===== src/rtl/store_drain_pkg.sv =====
// rtl/store_drain_pkg.sv - shared store-path types: size enum, drain FSM state, FIFO entry
package store_drain_pkg;

  typedef enum logic [1:0] {
    SZ_BYTE = 2'd0,
    SZ_HALF = 2'd1,
    SZ_WORD = 2'd2,
    SZ_BAD  = 2'd3
  } store_size_t;

  typedef enum logic {
    ST_IDLE = 1'b0,
    ST_REQ  = 1'b1
  } drain_state_t;

  typedef struct packed {
    logic [31:0] addr;
    logic [31:0] val;
    store_size_t size;
  } store_entry_t;

  localparam int ENTRY_W = $bits(store_entry_t);

  // True when the access fits inside one aligned word at the given byte offset.
  function automatic logic size_aligned(store_size_t size, logic [1:0] off);
    case (size)
      SZ_BYTE: size_aligned = 1'b1;
      SZ_HALF: size_aligned = ~off[0];
      SZ_WORD: size_aligned = (off == 2'b00);
      default: size_aligned = 1'b0;
    endcase
  endfunction

endpackage


===== src/rtl/store_drain_if.sv =====
// rtl/store_drain_if.sv - store-in and memory-write-out signal bundle for store_drain
interface store_drain_if;
  logic [31:0] store_addr;
  logic [31:0] store_val;
  logic [1:0]  store_size;
  logic        store_valid;
  logic        storefifo_full;
  logic [31:0] mem_addr;
  logic [31:0] mem_wdata;
  logic [3:0]  mem_wstrb;
  logic        mem_req;
  logic        mem_ack;
  logic        store_empty;
  logic        store_err;

  // store_drain side
  modport slave (
    input  store_addr, store_val, store_size, store_valid, mem_ack,
    output storefifo_full, mem_addr, mem_wdata, mem_wstrb, mem_req,
           store_empty, store_err
  );

  // producer / memory side
  modport master (
    output store_addr, store_val, store_size, store_valid, mem_ack,
    input  storefifo_full, mem_addr, mem_wdata, mem_wstrb, mem_req,
           store_empty, store_err
  );
endinterface


===== src/rtl/store_drain_sync_fifo.sv =====
// rtl/store_drain_sync_fifo.sv - generic synchronous FIFO with registered count and show-ahead head
module sync_fifo #(
  parameter int WIDTH = 8,
  parameter int DEPTH = 4,
  localparam int AW = $clog2(DEPTH),
  localparam int CW = AW + 1
) (
  input  logic             clk,
  input  logic             reset,
  input  logic             push,
  input  logic [WIDTH-1:0] push_data,
  input  logic             pop,
  output logic [WIDTH-1:0] head,
  output logic [CW-1:0]    count,
  output logic             full,
  output logic             empty
);

  logic [WIDTH-1:0] mem [DEPTH];
  logic [AW-1:0]    wr_ptr;
  logic [AW-1:0]    rd_ptr;
  logic             do_push;
  logic             do_pop;

  // Full/empty come only from the registered count, so a same-cycle pop never frees a slot.
  assign full    = (count == CW'(DEPTH));
  assign empty   = (count == '0);
  assign do_push = push && !full;
  assign do_pop  = pop && !empty;
  assign head    = mem[rd_ptr];

  // Entry storage needs no reset; only valid slots are ever read.
  always_ff @(posedge clk) begin
    if (do_push) mem[wr_ptr] <= push_data;
  end

  // Pointers wrap at DEPTH (power of two); count moves only on unbalanced push/pop.
  always_ff @(posedge clk or posedge reset) begin
    if (reset) begin
      wr_ptr <= '0;
      rd_ptr <= '0;
      count  <= '0;
    end else begin
      if (do_push) wr_ptr <= wr_ptr + AW'(1);
      if (do_pop)  rd_ptr <= rd_ptr + AW'(1);
      case ({do_push, do_pop})
        2'b10:   count <= count + CW'(1);
        2'b01:   count <= count - CW'(1);
        default: count <= count;
      endcase
    end
  end

endmodule


===== src/rtl/store_drain.sv =====
// rtl/store_drain.sv - buffers committed stores and drains them as byte-strobed memory writes
module store_drain
  import store_drain_pkg::*;
#(
  parameter int DEPTH = 4
) (
  input logic         clk,
  input logic         reset,
  store_drain_if.slave bus
);

  localparam int CW = $clog2(DEPTH) + 1;

  store_entry_t       in_entry;
  store_entry_t       head;
  logic [ENTRY_W-1:0] head_bits;
  logic [CW-1:0]      count;
  logic               fifo_full;
  logic               fifo_empty;
  logic               push;
  logic               pop;

  drain_state_t       state;
  logic               mem_req_q;
  logic [31:0]        mem_addr_q;
  logic [31:0]        mem_wdata_q;
  logic [3:0]         mem_wstrb_q;
  logic               store_err_q;

  logic               fmt_legal;
  logic [3:0]         fmt_wstrb;
  logic [31:0]        fmt_wdata;
  logic [1:0]         off;

  assign in_entry = '{addr: bus.store_addr,
                      val:  bus.store_val,
                      size: store_size_t'(bus.store_size)};
  assign push     = bus.store_valid && !fifo_full;
  assign head     = store_entry_t'(head_bits);

  sync_fifo #(
    .WIDTH (ENTRY_W),
    .DEPTH (DEPTH)
  ) u_fifo (
    .clk       (clk),
    .reset     (reset),
    .push      (push),
    .push_data (in_entry),
    .pop       (pop),
    .head      (head_bits),
    .count     (count),
    .full      (fifo_full),
    .empty     (fifo_empty)
  );

  // Place the head entry onto byte lanes; unaligned or bad-size entries are flagged illegal.
  always_comb begin
    off       = head.addr[1:0];
    fmt_legal = size_aligned(head.size, off);
    fmt_wstrb = 4'b0000;
    fmt_wdata = 32'h0;
    case (head.size)
      SZ_BYTE: begin
        fmt_wstrb = 4'b0001 << off;
        fmt_wdata = {4{head.val[7:0]}};
      end
      SZ_HALF: begin
        fmt_wstrb = 4'b0011 << off;
        fmt_wdata = {2{head.val[15:0]}};
      end
      SZ_WORD: begin
        fmt_wstrb = 4'b1111;
        fmt_wdata = head.val;
      end
      default: begin
        fmt_wstrb = 4'b0000;
        fmt_wdata = 32'h0;
      end
    endcase
  end

  // Idle always consumes the head (to issue or to drop it); an acked request only chains into a legal head.
  assign pop = !fifo_empty &&
               ((state == ST_IDLE) || (bus.mem_ack && fmt_legal));

  // Drain FSM: holds the output stage stable until ack, chaining back-to-back legal entries.
  always_ff @(posedge clk or posedge reset) begin
    if (reset) begin
      state       <= ST_IDLE;
      mem_req_q   <= 1'b0;
      mem_addr_q  <= 32'h0;
      mem_wdata_q <= 32'h0;
      mem_wstrb_q <= 4'h0;
      store_err_q <= 1'b0;
    end else begin
      store_err_q <= 1'b0;
      case (state)
        ST_IDLE: begin
          if (!fifo_empty) begin
            if (fmt_legal) begin
              state       <= ST_REQ;
              mem_req_q   <= 1'b1;
              mem_addr_q  <= {head.addr[31:2], 2'b00};
              mem_wdata_q <= fmt_wdata;
              mem_wstrb_q <= fmt_wstrb;
            end else begin
              store_err_q <= 1'b1;
            end
          end
        end
        ST_REQ: begin
          if (bus.mem_ack) begin
            if (!fifo_empty && fmt_legal) begin
              mem_addr_q  <= {head.addr[31:2], 2'b00};
              mem_wdata_q <= fmt_wdata;
              mem_wstrb_q <= fmt_wstrb;
            end else begin
              state     <= ST_IDLE;
              mem_req_q <= 1'b0;
            end
          end
        end
        default: begin
          state     <= ST_IDLE;
          mem_req_q <= 1'b0;
        end
      endcase
    end
  end

  assign bus.storefifo_full = fifo_full;
  assign bus.mem_req        = mem_req_q;
  assign bus.mem_addr       = mem_addr_q;
  assign bus.mem_wdata      = mem_wdata_q;
  assign bus.mem_wstrb      = mem_wstrb_q;
  assign bus.store_err      = store_err_q;
  assign bus.store_empty    = (count == '0) && (state == ST_IDLE);

endmodule


===== src/flat_wrapper.sv =====
// flat-port wrapper written by rule: the top's interface ports become plain ports
module store_drain_flat import store_drain_pkg::*;
#(
  parameter int DEPTH = 4
)
  (clk, reset, bus_store_addr, bus_store_val, bus_store_size, bus_store_valid, bus_mem_ack, bus_storefifo_full, bus_mem_addr, bus_mem_wdata, bus_mem_wstrb, bus_mem_req, bus_store_empty, bus_store_err);
  store_drain_if bus_i ();
  input logic clk;
  input logic reset;
  input wire logic [$bits(bus_i.store_addr)-1:0] bus_store_addr;
  input wire logic [$bits(bus_i.store_val)-1:0] bus_store_val;
  input wire logic [$bits(bus_i.store_size)-1:0] bus_store_size;
  input wire logic [$bits(bus_i.store_valid)-1:0] bus_store_valid;
  input wire logic [$bits(bus_i.mem_ack)-1:0] bus_mem_ack;
  output wire logic [$bits(bus_i.storefifo_full)-1:0] bus_storefifo_full;
  output wire logic [$bits(bus_i.mem_addr)-1:0] bus_mem_addr;
  output wire logic [$bits(bus_i.mem_wdata)-1:0] bus_mem_wdata;
  output wire logic [$bits(bus_i.mem_wstrb)-1:0] bus_mem_wstrb;
  output wire logic [$bits(bus_i.mem_req)-1:0] bus_mem_req;
  output wire logic [$bits(bus_i.store_empty)-1:0] bus_store_empty;
  output wire logic [$bits(bus_i.store_err)-1:0] bus_store_err;
  assign bus_i.store_addr = bus_store_addr;
  assign bus_i.store_val = bus_store_val;
  assign bus_i.store_size = bus_store_size;
  assign bus_i.store_valid = bus_store_valid;
  assign bus_i.mem_ack = bus_mem_ack;
  assign bus_storefifo_full = bus_i.storefifo_full;
  assign bus_mem_addr = bus_i.mem_addr;
  assign bus_mem_wdata = bus_i.mem_wdata;
  assign bus_mem_wstrb = bus_i.mem_wstrb;
  assign bus_mem_req = bus_i.mem_req;
  assign bus_store_empty = bus_i.store_empty;
  assign bus_store_err = bus_i.store_err;
  store_drain #(.DEPTH(DEPTH)) u_core (.clk(clk), .reset(reset), .bus(bus_i));
endmodule

===== config.mk =====
export PLATFORM = sky130hd
export DESIGN_NAME = store_drain_flat
export DESIGN_NICKNAME = d
export VERILOG_FILES = /design/src/rtl/store_drain_pkg.sv /design/src/rtl/store_drain_if.sv /design/src/rtl/store_drain_sync_fifo.sv /design/src/rtl/store_drain.sv /design/src/flat_wrapper.sv
export SDC_FILE = /design/constraint.sdc
export NUM_CORES = 1
export LEC_CHECK = 0
export BUFFER_PORTS_ARGS = -buffer_cell sky130_fd_sc_hd__buf_2
export CAP_MARGIN = 25
export CORE_MARGIN = 8
export CORE_UTILIZATION = 41
export CTS_CLUSTER_DIAMETER = 120
export CTS_CLUSTER_SIZE = 10
export DETAILED_ROUTE_END_ITERATION = 10
export PLACE_DENSITY_LB_ADDON = 0.2
export REMOVE_ABC_BUFFERS = 1
export SKIP_CTS_REPAIR_TIMING = 1
export SLEW_MARGIN = 5
export SYNTH_ARGS = -nofsm -noshare
export SYNTH_HDL_FRONTEND = slang
export SYNTH_SLANG_ARGS = --single-unit

===== constraint.sdc =====
create_clock -name clk -period 3.3 [get_ports clk]
set_input_delay 0.66 -clock clk [delete_from_list [all_inputs] [get_ports clk]]
set_output_delay 0.66 -clock clk [all_outputs]
set_load 0.02 [all_outputs]

After elaboration in Yosys (flattened, before gate mapping) --
Memories as Yosys holds them, arrays and structs flattened. Cells that the tools add are included.
Operators by class: add/subtract/negate cells 4, eq/ne operators 10, shift-type cells 2, multiplexer cells 34, bitwise operators 2, reduce and logical (&&, ||, !) cells 16
Operators by type and width (number):
- $mux W32 | 8
- $pmux W32 S2 | 2
- $pmux W32 S3 | 1
- $mux W4 | 4
- $mux W1 | 13
- $pmux W4 S3 | 1
- $ne A2 B2 Y1 const B | 4
- $pmux W4 S2 | 1
- $reduce_and A4 Y1 | 2
- $logic_and A1 B1 Y1 | 7
- $pmux W3 S2 | 1
- $add A2 B1 Y2 const B | 2
- $eq A2 B1 Y1 const B | 2
- $eq A2 B2 Y1 const B | 2
- $logic_not A2 Y1 | 2
- $pmux W1 S2 | 2
- $shl A1 B2 Y4 const A | 1
- $shl A2 B2 Y4 const A | 1
- $add A3 B1 Y3 const B | 1
- $eq A3 B3 Y1 const B | 1
- $logic_not A3 Y1 | 1
- $pmux W1 S3 | 1
- $sub A3 B1 Y3 const B | 1
- $logic_not A1 Y1 | 2
- 4 further kinds | 5
Storage, ports and cells: register bits after elaboration 78, memory bits (writable) 264, bits of input ports 70, output and inout port bits 72, logic and storage cells 78, memories kept 1
Memory list:
- u_core.u_fifo.mem | depth 4, width 66, rd ports 1, clocked after Yosys merged registers in 0, write ports 1, line store_drain_sync_fifo.sv:19 | logic [WIDTH-1:0] mem [DEPTH];

Depth between registers and ports, before layout --
Gate-level depths: netlist (run 1). An unclocked memory read counts as a cell.
depth in word-level cells 9, depth in mapped cells 11, gate-level depth less buffers 10

Hierarchy --
From an unflattened synthesis (run 1), not the netlist that was laid out.
Second synthesis, totals: cells, all modules 631, area total of the unflattened synthesis 13210.2 um^2
Modules (own cells, without submodules):
- sync_fifo | instances 1, cells an instance 383, area each 9964.6 um^2
- store_drain | instances 1, cells an instance 248, area each 3245.6 um^2

Worst setup path after synthesis (run 1) --
Ideal clock, no wire load.
path kind register to register, start register u_core.u_fifo.count[0], end memory u_core.u_fifo.mem[0][0] (netlist bit) (enable), library setup time 0.431 ns, data arrival time 2.600 ns, data required time 2.869 ns, slack 0.269 ns, stages on the path, launching flop included 5, buffers on the path 0, clock period less this slack 3.031 ns, cell sequence dfrtp_1 > inv_1 > and3_1 > nor2b_1 > and2_1
Between the ends: longest elaborated chain between the ends 6
Ends and longest elaborated chain:
- start: declaration | line store_drain_sync_fifo.sv:14 | output logic [CW-1:0] count,
- start signal: assignment | line store_drain_sync_fifo.sv:47 | 2'b10: count <= count + CW'(1);
- start signal: assignment | line store_drain_sync_fifo.sv:48 | 2'b01: count <= count - CW'(1);
- start signal: assignment | line store_drain_sync_fifo.sv:49 | default: count <= count;
- $eq A3 B3 Y1 (*) | line store_drain_sync_fifo.sv:26 | assign full = (count == CW'(DEPTH));
- via bus_storefifo_full | line flat_wrapper.sv:15 | output wire logic [$bits(bus_i.storefifo_full)-1:0] bus_storefifo_full;
- $logic_not A1 Y1 (*) | line store_drain_sync_fifo.sv:28, store_drain.sv:38
- $logic_and A1 B1 Y1 | line store_drain.sv:38 | assign push = bus.store_valid && !fifo_full;
- $logic_and A1 B1 Y1 (*) | line store_drain_sync_fifo.sv:28 | assign do_push = push && !full;
- $mux W1 (*) | line store_drain_sync_fifo.sv:34 | if (do_push) mem[wr_ptr] <= push_data;
- $mux W1 (implied by the code) (*) | line store_drain_sync_fifo.sv:34
- end: declaration | line store_drain_sync_fifo.sv:19
The timed path passes the listed nets; every way through them passes the cells marked *.

Worst setup path after layout (run 1) --
start register u_core.u_fifo.rd_ptr[0], end register u_core.u_fifo.count[2]
Between the ends: longest elaborated chain between the ends 9, elaborated cells on any way between the ends 15, those cells by class eq/ne: 4; mux: 2; bitwise: 1; reduce/logical: 7; memory: 1
Ends and longest elaborated chain:
- start: declaration | line store_drain_sync_fifo.sv:21 | logic [AW-1:0] rd_ptr;
- start signal: assignment | line store_drain_sync_fifo.sv:45 | if (do_pop) rd_ptr <= rd_ptr + AW'(1);
- $mem_v2 Z4 W66 (*)
- $eq A2 B2 Y1 (tied with other cells) | line store_drain_pkg.sv:26 | case (size)
- $pmux W1 S3 (*) | line store_drain_pkg.sv:26
- $logic_and A1 B1 Y1 (*) | line store_drain.sv:84 | ((state == ST_IDLE) || (bus.mem_ack && fmt_legal));
- $logic_or A1 B1 Y1 (*) | line store_drain.sv:84
- $logic_and A1 B1 Y1 (*) | line store_drain.sv:83 | assign pop = !fifo_empty &&
- $logic_and A1 B1 Y1 (*) | line store_drain_sync_fifo.sv:29 | assign do_pop = pop && !empty;
- via u_core.u_fifo.do_pop | line store_drain_sync_fifo.sv:23 | logic do_pop;
- $eq A2 B1 Y1 or $eq A2 B2 Y1 (tied branches) | line store_drain_sync_fifo.sv:46 | case ({do_push, do_pop})
- $pmux W3 S2 or $reduce_bool A2 Y1 (tied branches)
Marks and branches as above. A chain may end at the register's enable or synchronous reset.

==> metrics, run 1 <==
status complete, no violations; Ys Warns 0; placed instance count 1,170; Fin. Hold Viols 0; total CTS buffers 39; area of the core around 0.032 mm2; Die Y between 150 and 200 um; Initial Util between 40% and 50%; Setup Crit Path Kind reg -> reg; fin cells 1,242; Rel. slew slack 50.1%; Netlist Area Pre-Place 0.0132 mm2; CTS clk-pin slew, worst paths 60 ps; first-pass GRT wire length 43.6 mm; FFs w/ async S/R, synth ~22%; Final Skew 10.2 ps; Layout area overhead 18.1%; WL/cell about 23 um; DRT iter0 DRCs ~250; Root Driver clkbuf_16; die width 196 um; top post-synthesis cells by count edfxtp_1, dfrtp_1, mux4_2; vias in the first global route between 7,000 and 8,000; n_diodes 0; minimum clock period 2820 ps; Routed Antenna Nets 0; Setup Viol. Count Final 0; Synth top area share 60.0%; IO Pins 142; Post-Route WL 28.2 mm; initial antenna violation count 7; vias after detailed routing 6,556; die area 0.0382 mm2; Post-DP HPWL 17.6 mm; post-synthesis cell type count 42; share of cells above drive strength 1 roughly 37%; clk sinks 340; Avg Cell Area, Syn 20.6 um2; number of synthesized flops with an enable pin 264; GP Congestion 0.719; FMAX 0.354 GHz; fill count 2,591; static leakage 0.00595 uW; crit-path max FO 9; pin count of the biggest net entering global routing between 40 and 50; max-capacitance violation count 0; Worst Path Required between 3000 and 4000 ps; setup ws final 477 ps; RSZ-0062 raised after global routing false; power density over cell area 1040 mW/mm2; CTS H-tree lvls 2; CTS tree yes; crit path DAT 3260 ps; CP Capture Type flop; sequential share of the synthesized area 74.3%; port buffer count 139; Final nets 885; Rows 65; most area-consuming cells after synthesis edfxtp_1, dfrtp_1, mux4_2; Post-Syn Instances 641; Yosys reg bits 340; final setup TNS 0 ps; Final period util 85.5%; Pins Over Slew Limit 0; gr usage total 14.8%; Worst Setup Start Kind flop; leading area contributor after synthesis edfxtp_1; DR pass1 iterations 5; VDD IR max 0.000555 V; CTS max path bufs 3; Main synth FF type edfxtp_1; actual slew at the worst max-slew pin 749 ps; drc violations 0; final core utilization 49.4%; worst hold path type in -> async; Via density 5.28; worst slack, placed 482 ps; leading cell type by number of instances after synthesis edfxtp_1; grt total ovfl 0; Reg2Reg Setup Slack between 400 and 500 ps; clk_lat worst skew 520 ps
cells in the final DEF, fill, tap and decap left out, types with 5 or more instances in the layout:
master and instances:
mux2_4 31, ha_1 5, buf_12 6, clkbuf_1 30
o21ai_0 8, o22ai_1 14, edfxtp_1 264, nand2_1 12
clkbuf_16 40, mux2_2 5, inv_1 36, buf_4 12
mux4_2 66, dfrtp_1 74, mux2_1 22, buf_2 139
mux2i_1 22, nor2_1 5
per-stage QoR:
step	hold WS [ps]	area, um2	power, uW
after CTS	187	15600	16600
after global routing	194	15600	17200
after floorplan	471	13000	10900
after global placement	472	14500	12500
final	168	15600	16300
after detailed placement	480	14500	12700
logic make-up (layout without fill, tap and decap cells):
logic type	Yosys count	count (layout)	synth area share [%]
adders and majority gates	6	6	0.625
AOI/OAI and AO/OA	36	36	1.87
xor gates and xnor gates	7	7	0.464
muxes	146	146	18.7
other	1	2	0.0284
and+or+nand+nor	37	37	1.51
DFF	340	340	74.3
buffers and inverters	68	266	2.42
final cells by class:
class                      instances  area, um2  share of cell area, %
clock buffer                      70       1110                   7.13
clock inverter                     2       25.0                  0.160
inverter                          37        141                  0.905
multi-input combinational        234       3090                   19.8
sequential                       340       9840                   63.0
tap                              402        503                   3.22
timing repair buffer             157        906                   5.80
worst max-delay path, cell delays in order (launching register included):
cell	delay, ps
dfrtp_4	470
mux4_2	630
nor4_1	360
or3_1	200
ha_1	190
inv_1	60
fa_1	370
xor2_1	150
nor2_1	120
xor2_1	180
metal layers:
layer  global-route usage, %  part of all wire (%)  up-vias
met4                    3.87                   2.0       12
li1                        -                     -     2860
met2                    24.7                    48      179
met5                       0                  0.23        -
met3                    4.11                   6.0       59
met1                    18.8                    43     3446
final timing paths:
kind                                     startpoint                        to  cells after the start
hold reg to reg            u_core.bus.mem_wdata[25]  u_core.bus.mem_wdata[25]                      1
min in group clk                 bus_store_addr[31]  u_core.u_fifo.mem[0][65]                      1
hold / removal                                reset   u_core.bus.mem_addr[15]                      2
max in group asynchronous                     reset  u_core.bus.mem_wdata[25]                      3
setup / recovery            u_core.u_fifo.rd_ptr[0]    u_core.u_fifo.count[2]                      9
setup reg to reg            u_core.u_fifo.rd_ptr[0]    u_core.u_fifo.count[2]                      9
registers in the layout, indices dropped and copies added (netlist names):
register,flops
u_core.u_fifo.mem,264
u_core.bus.mem_req,1
u_core.u_fifo.wr_ptr,2
u_core.u_fifo.rd_ptr,2
u_core.bus.store_err,1
u_core.u_fifo.count,3
u_core.bus.mem_wstrb,4
u_core.bus.mem_wdata,32
u_core.state,1
u_core.bus.mem_addr,30
report_power, final:
| part | internal [uW] | switching, uW | leakage, uW |
|---|---|---|---|
| combinational | 2770 | 3260 | 0.00208 |
| clock | 2280 | 1590 | 0.000540 |
| sequential | 5870 | 512 | 0.00333 |
| total | 10900 | 5360 | 0.00595 |
Note: power is estimated with default switching activity, not from simulation.
==> run 2: changes to the inputs <==
--- a/config.mk
+++ b/config.mk
@@ -8,7 +8,7 @@
 export BUFFER_PORTS_ARGS = -buffer_cell sky130_fd_sc_hd__buf_2
 export CAP_MARGIN = 25
 export CORE_MARGIN = 8
-export CORE_UTILIZATION = 41
+export CORE_UTILIZATION = 50
 export CTS_CLUSTER_DIAMETER = 120
 export CTS_CLUSTER_SIZE = 10
 export DETAILED_ROUTE_END_ITERATION = 10
==> run 2 against run 1 <==
Clock-buffer cell count shrank 2. Via count shrank 1.5%. Global-route usage grew 1.9 points. Worst setup slack lost 19 ps. Register-to-register slack lost 20 ps. Die area shrank 17%. Sequential share of layout area grew 0.20 points. Non-clock buffer count grew 4.
==> metrics, run 2 (synthesized netlist as in run 1, its figures left out) <==
share of cells above drive strength 1 37.4% (+0.39 points); Final nets 889 (+0.45%); fill count 1,945 (-25%); clk_lat worst skew 510 ps (about the same); Setup Viol. Count Final 0 (unchanged); Rows 59 (-9.2%); placed instance count 1,107 (-5.4%); Top reg by flops u_core.u_fifo.mem; most frequent cells in the layout edfxtp_1, buf_2, dfrtp_1, mux4_2, clkbuf_16; pin count of the biggest net entering global routing 49 (+6.5%); Worst Path Required 3730 ps (about the same); Setup Crit Path Kind reg -> reg; initial antenna violation count 6 (-1); DR pass1 iterations 4 (-1); total CTS buffers 39 (unchanged); minimum clock period 2840 ps (+18.8 ps); fin cells 1,177 (-5.2%); most common cell after layout, fill and taps aside edfxtp_1; CTS clk-pin slew, worst paths 50 ps (about the same); Total Power 16,200 uW (-0.58%); Die Y 179 um (-8.7%); status complete, no violations; drc violations 0 (unchanged); FF/Latch Area 0.00984 mm2 (unchanged); VDD IR max 0.000810 V (+46%); IO Pins 142 (unchanged); worst hold path type in -> async; actual slew at the worst max-slew pin 913 ps (+164 ps); gr usage total 16.7% (+1.9 points); port buffer count 139 (unchanged); Rel. slew slack 39.1% (-11 points); Post-Route WL 26.2 mm (-7.2%); die area 0.0319 mm2 (-17%); GP Congestion 0.729 (+1.5%); final setup TNS 0 ps (unchanged); RSZ-0062 raised after global routing false; CP Capture Type flop; Final period util 86.1% (+0.57 points); Worst Setup Start Kind flop; area of the core 0.0260 mm2 (-18%); CTS max path bufs 3 (unchanged); FMAX 0.352 GHz (-0.66%); Final Skew 13.4 ps (+3.16 ps); Layout area overhead 17.8%; Fin. Hold Viols 0 (unchanged); CTS tree yes; Post-DP HPWL 16.9 mm (-3.6%); Pins Over Slew Limit 0 (unchanged); Routed Antenna Nets 0 (unchanged); first-pass GRT wire length 40.6 mm (-6.8%); grt total ovfl 0 (unchanged); power density over cell area 1040 mW/mm2 (-0.27%); crit-path max FO 9 (unchanged); max reg flops 264 (unchanged); CTS H-tree lvls 2 (unchanged); n_diodes 0 (unchanged); vias after detailed routing 6,458 (-1.5%); Via density 5.49 (+3.9%); clk sinks 340 (unchanged); crit path DAT 3270 ps (about the same); vias in the first global route 7,132 (-3.1%); static leakage 0.00597 uW (+0.29%); max-capacitance violation count 0 (unchanged); die width 179 um (-8.7%); Initial Util 50.9% (+9.1 points); WL/cell 22.2 um (-2.1%); area of the multi-input gates 0.00309 mm2 (unchanged); DRT iter0 DRCs 319 (+27%); Root Driver clkbuf_16
==> run 2: cell types whose count changed in the layout (fill, tap and decap cells not counted) <==
cell,previous run,this run
buf_12,6,7
buf_4,12,15
clkbuf_1,30,28
==> run 2: final timing paths <==
check,end,slack [ps],depth (start not counted),startpoint
min in group clk,u_core.u_fifo.mem[2][56],360,1,bus_store_addr[22]
min reg2reg,u_core.bus.mem_wdata[14],480,1,u_core.bus.mem_wdata[14]
max reg2reg,u_core.u_fifo.count[2],460,9,u_core.u_fifo.rd_ptr[0]
max in group asynchronous,u_core.bus.mem_wdata[14],2470,3,reset
max,u_core.u_fifo.count[2],460,9,u_core.u_fifo.rd_ptr[0]
min,u_core.bus.mem_wdata[29],180,2,reset
==> run 2: area by class of cell <==
class / instances / area share (%)
clock buffer: 68 / 7.10
clock inverter: 2 / 0.161
inverter: 37 / 0.908
multi-input combinational: 234 / 19.9
sequential: 340 / 63.2
tap: 335 / 2.69
timing repair buffer: 161 / 6.09
==> run 2: power by group <==
part	switching (uW)	internal [uW]	leakage [uW]	total, uW
clock network	1540	2270	0.000537	3810
logic	3230	2810	0.00210	6040
registers	469	5870	0.00333	6340
==> run 2: routing by layer <==
| layer | part of all wire, % | GRT usage [%] | routed length [um] |
|---|---|---|---|
| met1 | 43 | 21.2 | 11200 |
| met2 | 49 | 28.2 | 12900 |
| met3 | 6.5 | 4.76 | 1710 |
| met4 | 1.4 | 3.89 | 377 |
| met5 | 0.23 | 0 | 59 |
==> run 2: per-stage QoR <==
stage	hold slack [ps]	setup slack, ps	area [um2]	utilization (%)
finish	183	459	15600	59.9
global route	208	249	15600	59.9
CTS	177	467	15600	59.9
detailed placement	476	487	14400	55.6
global placement	470	541	14400	55.6
floorplan	471	-3140	13000	-
==> run 2: critical path: stages, from the launching register on <==
cell	delay, ps
dfrtp_4	490
mux4_2	640
nor4_1	400
or3_1	190
ha_1	190
inv_1	60
fa_1	370
xor2_1	150
nor2_1	110
xor2_1	150
